==> src/rtl/mc_pkg.sv <==
`default_nettype none
// +-----------------------------------------------------------------+
// | mc_pkg : opcodes, state encoding and datapath select encodings  |
// | Rev 1.0 - initial release                                       |
// +-----------------------------------------------------------------+
package mc_pkg;

    localparam logic [5:0] OP_R    = 6'b000000;
    localparam logic [5:0] OP_LW   = 6'b100011;
    localparam logic [5:0] OP_SW   = 6'b101011;
    localparam logic [5:0] OP_BEQ  = 6'b000100;
    localparam logic [5:0] OP_ADDI = 6'b001000;
    localparam logic [5:0] OP_J    = 6'b000010;

    typedef enum logic [3:0] {
        S_FETCH  = 4'd0,
        S_DECODE = 4'd1,
        S_MEMADR = 4'd2,
        S_MEMRD  = 4'd3,
        S_MEMWB  = 4'd4,
        S_MEMWR  = 4'd5,
        S_EXEC   = 4'd6,
        S_ALUWB  = 4'd7,
        S_BEQ    = 4'd8,
        S_ADDIEX = 4'd9,
        S_ADDIWB = 4'd10,
        S_JUMP   = 4'd11,
        S_HALT   = 4'd12
    } state_t;

    localparam logic [1:0] ALU_ADD   = 2'b00;
    localparam logic [1:0] ALU_SUB   = 2'b01;
    localparam logic [1:0] ALU_FUNCT = 2'b10;

    localparam logic [1:0] SRCB_RT   = 2'b00;
    localparam logic [1:0] SRCB_FOUR = 2'b01;
    localparam logic [1:0] SRCB_IMM  = 2'b10;
    localparam logic [1:0] SRCB_IMM2 = 2'b11;

    localparam logic [1:0] PC_ALU    = 2'b00;
    localparam logic [1:0] PC_ALUOUT = 2'b01;
    localparam logic [1:0] PC_JUMP   = 2'b10;

endpackage
`default_nettype wire

==> src/rtl/mc_wait_timer.sv <==
`default_nettype none
// +-----------------------------------------------------------------+
// | mc_wait_timer : memory wait-cycle counter with limit detect      |
// | Rev 1.0 - initial release                                       |
// +-----------------------------------------------------------------+
module mc_wait_timer #(
    parameter int WAIT_MAX = 15
) (
    input  logic clk,
    input  logic rst_n,
    input  logic clear,
    input  logic count,
    output logic expired
);

    localparam logic [7:0] C_LIMIT = 8'(WAIT_MAX - 1);

    logic [7:0] r_count;

    always_ff @(posedge clk or negedge rst_n) begin
        if (!rst_n) begin
            r_count <= 8'd0;
        end else if (clear) begin
            r_count <= 8'd0;
        end else if (count && (r_count < C_LIMIT)) begin
            r_count <= r_count + 8'd1;
        end
    end

    // Expired marks the WAIT_MAX-th cycle spent waiting in the current state.
    assign expired = (r_count >= C_LIMIT);

endmodule
`default_nettype wire

==> src/rtl/mc_ctrl.sv <==
`default_nettype none
// +-----------------------------------------------------------------+
// | mc_ctrl : multicycle main control FSM for the MIPS-subset core  |
// | Rev 1.0 - initial release                                       |
// +-----------------------------------------------------------------+
module mc_ctrl
    import mc_pkg::*;
#(
    parameter int WAIT_MAX = 15
) (
    input  logic       clk,
    input  logic       rst_n,
    input  logic [5:0] opcode,
    input  logic       zero,
    input  logic       mem_ack,
    output logic       mem_req,
    output logic       mem_we,
    output logic       iord,
    output logic       ir_we,
    output logic       pc_en,
    output logic [1:0] pc_src,
    output logic       reg_we,
    output logic       reg_dst,
    output logic       mem_to_reg,
    output logic       alu_src_a,
    output logic [1:0] alu_src_b,
    output logic [1:0] alu_op,
    output logic       trap,
    output logic [3:0] state
);

    state_t r_state;
    state_t w_next;
    logic   r_trap;
    logic   w_wait_state;
    logic   w_expired;
    logic   w_timeout;
    logic   w_mem_req, w_mem_we, w_ir_we, w_pc_en, w_reg_we;

    assign w_wait_state = (r_state == S_FETCH) || (r_state == S_MEMRD) || (r_state == S_MEMWR);
    assign w_timeout    = w_wait_state && !mem_ack && w_expired;

    mc_wait_timer #(
        .WAIT_MAX (WAIT_MAX)
    ) u_wait_timer (
        .clk     (clk),
        .rst_n   (rst_n),
        .clear   (!w_wait_state || mem_ack),
        .count   (w_wait_state && !mem_ack),
        .expired (w_expired)
    );

    always_ff @(posedge clk or negedge rst_n) begin
        if (!rst_n) begin
            r_state <= S_FETCH;
            r_trap  <= 1'b0;
        end else begin
            r_state <= w_next;
            if (w_next == S_HALT) r_trap <= 1'b1;
        end
    end

    always_comb begin
        w_next     = r_state;
        w_mem_req  = 1'b0;
        w_mem_we   = 1'b0;
        iord       = 1'b0;
        w_ir_we    = 1'b0;
        w_pc_en    = 1'b0;
        pc_src     = PC_ALU;
        w_reg_we   = 1'b0;
        reg_dst    = 1'b0;
        mem_to_reg = 1'b0;
        alu_src_a  = 1'b0;
        alu_src_b  = SRCB_RT;
        alu_op     = ALU_ADD;
        case (r_state)
            S_FETCH: begin
                w_mem_req = 1'b1;
                alu_src_b = SRCB_FOUR;
                w_ir_we   = mem_ack;
                w_pc_en   = mem_ack;
                if (mem_ack)        w_next = S_DECODE;
                else if (w_timeout) w_next = S_HALT;
            end
            S_DECODE: begin
                alu_src_b = SRCB_IMM2;
                case (opcode)
                    OP_LW, OP_SW: w_next = S_MEMADR;
                    OP_R:         w_next = S_EXEC;
                    OP_BEQ:       w_next = S_BEQ;
                    OP_ADDI:      w_next = S_ADDIEX;
                    OP_J:         w_next = S_JUMP;
                    default:      w_next = S_HALT;
                endcase
            end
            S_MEMADR: begin
                alu_src_a = 1'b1;
                alu_src_b = SRCB_IMM;
                w_next    = (opcode == OP_SW) ? S_MEMWR : S_MEMRD;
            end
            S_MEMRD: begin
                w_mem_req = 1'b1;
                iord      = 1'b1;
                if (mem_ack)        w_next = S_MEMWB;
                else if (w_timeout) w_next = S_HALT;
            end
            S_MEMWB: begin
                w_reg_we   = 1'b1;
                mem_to_reg = 1'b1;
                w_next     = S_FETCH;
            end
            S_MEMWR: begin
                w_mem_req = 1'b1;
                w_mem_we  = 1'b1;
                iord      = 1'b1;
                if (mem_ack)        w_next = S_FETCH;
                else if (w_timeout) w_next = S_HALT;
            end
            S_EXEC: begin
                alu_src_a = 1'b1;
                alu_op    = ALU_FUNCT;
                w_next    = S_ALUWB;
            end
            S_ALUWB: begin
                w_reg_we = 1'b1;
                reg_dst  = 1'b1;
                w_next   = S_FETCH;
            end
            S_BEQ: begin
                alu_src_a = 1'b1;
                alu_op    = ALU_SUB;
                pc_src    = PC_ALUOUT;
                w_pc_en   = zero;
                w_next    = S_FETCH;
            end
            S_ADDIEX: begin
                alu_src_a = 1'b1;
                alu_src_b = SRCB_IMM;
                w_next    = S_ADDIWB;
            end
            S_ADDIWB: begin
                w_reg_we = 1'b1;
                w_next   = S_FETCH;
            end
            S_JUMP: begin
                pc_src  = PC_JUMP;
                w_pc_en = 1'b1;
                w_next  = S_FETCH;
            end
            default: w_next = S_HALT;
        endcase
    end

    // Strobes are gated by rst_n so an asserted reset kills any access at once.
    assign mem_req = w_mem_req && rst_n;
    assign mem_we  = w_mem_we  && rst_n;
    assign ir_we   = w_ir_we   && rst_n;
    assign pc_en   = w_pc_en   && rst_n;
    assign reg_we  = w_reg_we  && rst_n;
    assign trap    = r_trap;
    assign state   = r_state;

endmodule
`default_nettype wire

==> config.mk <==
export PLATFORM = sky130hd
export DESIGN_NAME = mc_ctrl
export DESIGN_NICKNAME = d
export VERILOG_FILES = /design/src/rtl/mc_pkg.sv /design/src/rtl/mc_wait_timer.sv /design/src/rtl/mc_ctrl.sv
export SDC_FILE = /design/constraint.sdc
export NUM_CORES = 1
export LEC_CHECK = 0
export BUFFER_PORTS_ARGS = -buffer_cell sky130_fd_sc_hd__buf_2
export CORE_MARGIN = 2
export CORE_UTILIZATION = 35
export DETAILED_ROUTE_END_ITERATION = 7
export MAX_ROUTING_LAYER = met4
export PLACE_DENSITY = 0.63
export SLEW_MARGIN = 20
export SYNTH_ARGS = -nofsm -noshare
export SYNTH_HDL_FRONTEND = slang
export SYNTH_SLANG_ARGS = --single-unit
==> constraint.sdc <==
create_clock -name clk -period 3.9 [get_ports clk]
set_clock_uncertainty 0.15 [all_clocks]
set_input_delay 0.585 -clock clk [delete_from_list [all_inputs] [get_ports clk]]
set_output_delay 0.585 -clock clk [all_outputs]
set_load 0.01 [all_outputs]
==> results by group <==
Clock network
  – Max Root-Sink Buffers: 2
  – Setup Buffers After CTS: 0
  – Worst skew pair latency: 270 ps
  – Clock tree sinks: 13
  – Post-CTS sizing: 0
  – Worst-path clk slew: ~80 ps
  – CTS tree: yes
  – CTS Buf Count: 3
  – Hold-fix buffers, CTS: 0
  – Clock root buffer master: clkbuf_4
  – Htree depth: 1

Critical path
  – Crit Path Max Fanout: 19
  – WS Path Type: register to output port
  – Crit path capture type: output port
  – Crit. path cell count: 5
  – Critical Path, Cell by Cell: nand2b_1 -> mux2i_1 -> a21oi_1 -> nor2_1 -> buf_2
  – CP arrival: between 1500 and 2000 ps
  – Crit path max-delay family: flip-flops
  – Worst Path Required: 3160 ps
  – CP startpoint kind: register
  – R2R cell count: 5
  – CP max stage delay: about 760 ps
  – Worst path bufs/invs: 1
  – CP max-delay cell: dfrtp_1

Logic synthesis
  – Yosys top cell area share: 32.7%
  – Post-synth EDFFs: 0
  – Post-synth ARST share: between 90% and 100%
  – Synth Register Bits: 13
  – Synth cell types: 46
  – Yosys top cell by area: dfrtp_1
  – Sequential area share after synthesis: between 30% and 40%
  – Most instantiated cells after synthesis: nor2_1, dfrtp_1, a21oi_1, inv_1, nor3_1
  – Top cells by area, synth: dfrtp_1, nor2_1, a21oi_1, nor3_1, inv_1
  – Syn Nets: ~130
  – Most common cell in the synthesized netlist: nor2_1
  – Most used flip-flop cell after synthesis: dfrtp_1
  – Mapped Cells: approximately 120
  – Mapped cell area: approximately 990 um^2
  – Avg Cell Area, Syn: between 8 and 9 um^2
  – Synth warn: 0

Placement
  – GP Congestion: between 0.7 and 0.8
  – Port bufs: 29
  – Hpwl dp: 1.61 mm

Drt
  – Total wire length: 2.19 mm
  – Number of remaining DRC errors: 0
  – DR vias: 962
  – Drt via density: 5.47
  – DRT antenna net count: 0
  – WL per Instance: 12.4 um
  – Iteration-0 DRC count of the detailed router: 29
  – Number of iterations in the first detailed-routing pass: 4

Floorplan
  – Starting Density: 36.4%
  – Num rows: 19
  – Ports: 30
  – Die height: between 50 and 60 um
  – Die Area: around 0.0033 mm^2
  – Core box area: roughly 0.0027 mm^2
  – Die W: 57.3 um

Worst hold path
  – Min-delay worst type: primary input to asynchronous set/reset pin

Run
  – MaxCap Viol Count: 0

Layout
  – Layout Area Growth over Synthesis: 17.0%
  – Layout cells sized above 1: 26.9%
  – # nets final: about 160
  – # diodes: 0
  – Fillers: 273

Timing
  – RSZ-0062 raised after global routing: false
  – Post-layout min period: roughly 2500 ps
  – Rel. slew slack: 57.5%
  – Final-report hold violation count: 0
  – Tcrit/Tclk final: 63.6%
  – Setup TNS: 0 ps
  – Hold Worst Slack: 44.1 ps
  – Max-slew violation count: 0
  – Worst Max-Slew Pin Slew: 637 ps
  – Setup-failing EPs final: 0
  – Max Clk Rate: 403 MHz

Pwr
  – PnR Total Power: between 0.6 and 0.7 mW
  – Leak Pwr: 0.555 nW
  – Power Density: 563 mW/mm^2
  – Max VDD drop: 0.000320 V

Global route
  – Initial antenna violation count: 0
  – Pin count of the biggest net entering global routing: 20
  – GR Util All Layers: roughly 14%
  – Vias in the first global route: 828
  – Global-route wire length before repair: approximately 3.5 mm
  – Congestion Overflow GR: 0

Run status
  – Status: finished clean
-- cells in the final DEF (no fill, tap or decap), types with 2 or more instances in the layout --
cell | netlist | final
buf_2 | 3 | 29
nor2_1 | 19 | 19
dfrtp_1 | 13 | 13
inv_1 | 8 | 8
a21oi_1 | 8 | 8
nor3_1 | 8 | 8
nand2_1 | 7 | 7
a31oi_1 | 3 | 3
clkbuf_4 | 0 | 3
nand2b_1 | 2 | 2
nand3_1 | 2 | 2
nor3b_1 | 2 | 2
xor2_1 | 2 | 2
a2bb2oi_1 | 2 | 2
o21ai_1 | 2 | 2
nor2b_1 | 2 | 2
and3_1 | 2 | 2
o22ai_1 | 2 | 2
mux2i_1 | 2 | 2
ha_1 | 2 | 2
-- per-stage QoR --
step                      setup slack [ps]  instances  utilization (%)  instance area [um^2]
after floorplan                       1830        119                -                   995
after global placement                1680        172             41.6                  1140
after detailed placement              1640        172             41.6                  1140
after CTS                             1430        176             42.6                  1160
after global routing                  1260        176             42.6                  1160
final                                 1420        176             42.6                  1160
-- logic make-up after synthesis --
logic type | Yosys count | synth area share, %
compound gates | 29 | 21.0
xor+xnor | 3 | 2.64
fa+ha+maj | 2 | 2.52
buf+inv | 15 | 7.17
flops | 13 | 32.7
mux | 2 | 2.01
simple gates | 55 | 32.0
-- per-layer routing --
layer  vias to the layer above  share of wire [%]  GRT usage [%]
li1                        482                  -              -
met1                       454                 48           19.1
met2                        22                 47           21.0
met3                         4                3.6           1.81
met4                         0                1.7           5.98
met5                         -                  0              -
-- final cells by class --
type	instances	area, um^2	share of cell area [%]
Clock buffer	4	26.3	2.26
Inverter	8	30.0	2.58
Multi-Input combinational cell	91	598	51.4
Sequential cell	13	325	28.0
Tap cell	31	38.8	3.33
Timing Repair Buffer	29	145	12.5
-- where the power goes --
part | leakage (nW) | switching, mW | internal [mW] | total, mW
Clock | 0.0150 | 0.0413 | 0.0396 | 0.0810
Combinational | 0.367 | 0.178 | 0.154 | 0.332
Sequential | 0.173 | 0.0821 | 0.160 | 0.242
-- path summary, 6_finish.rpt --
kind,startpoint,endpoint,slack (ps)
setup / recovery,state[3],reg_we,1420
hold / removal,rst_n,u_wait_timer.r_count[6],40
setup reg to reg,state[3],trap,1640
hold reg to reg,trap,trap,320
max in group asynchronous,rst_n,u_wait_timer.r_count[0],3320
min in group clk,trap,trap,320
-- flip-flops by register name, indices dropped and copies added, names as in the netlist --
name,cells
u_wait_timer.r_count,8
state,4
trap,1
Power figures use the tool's default switching activity.
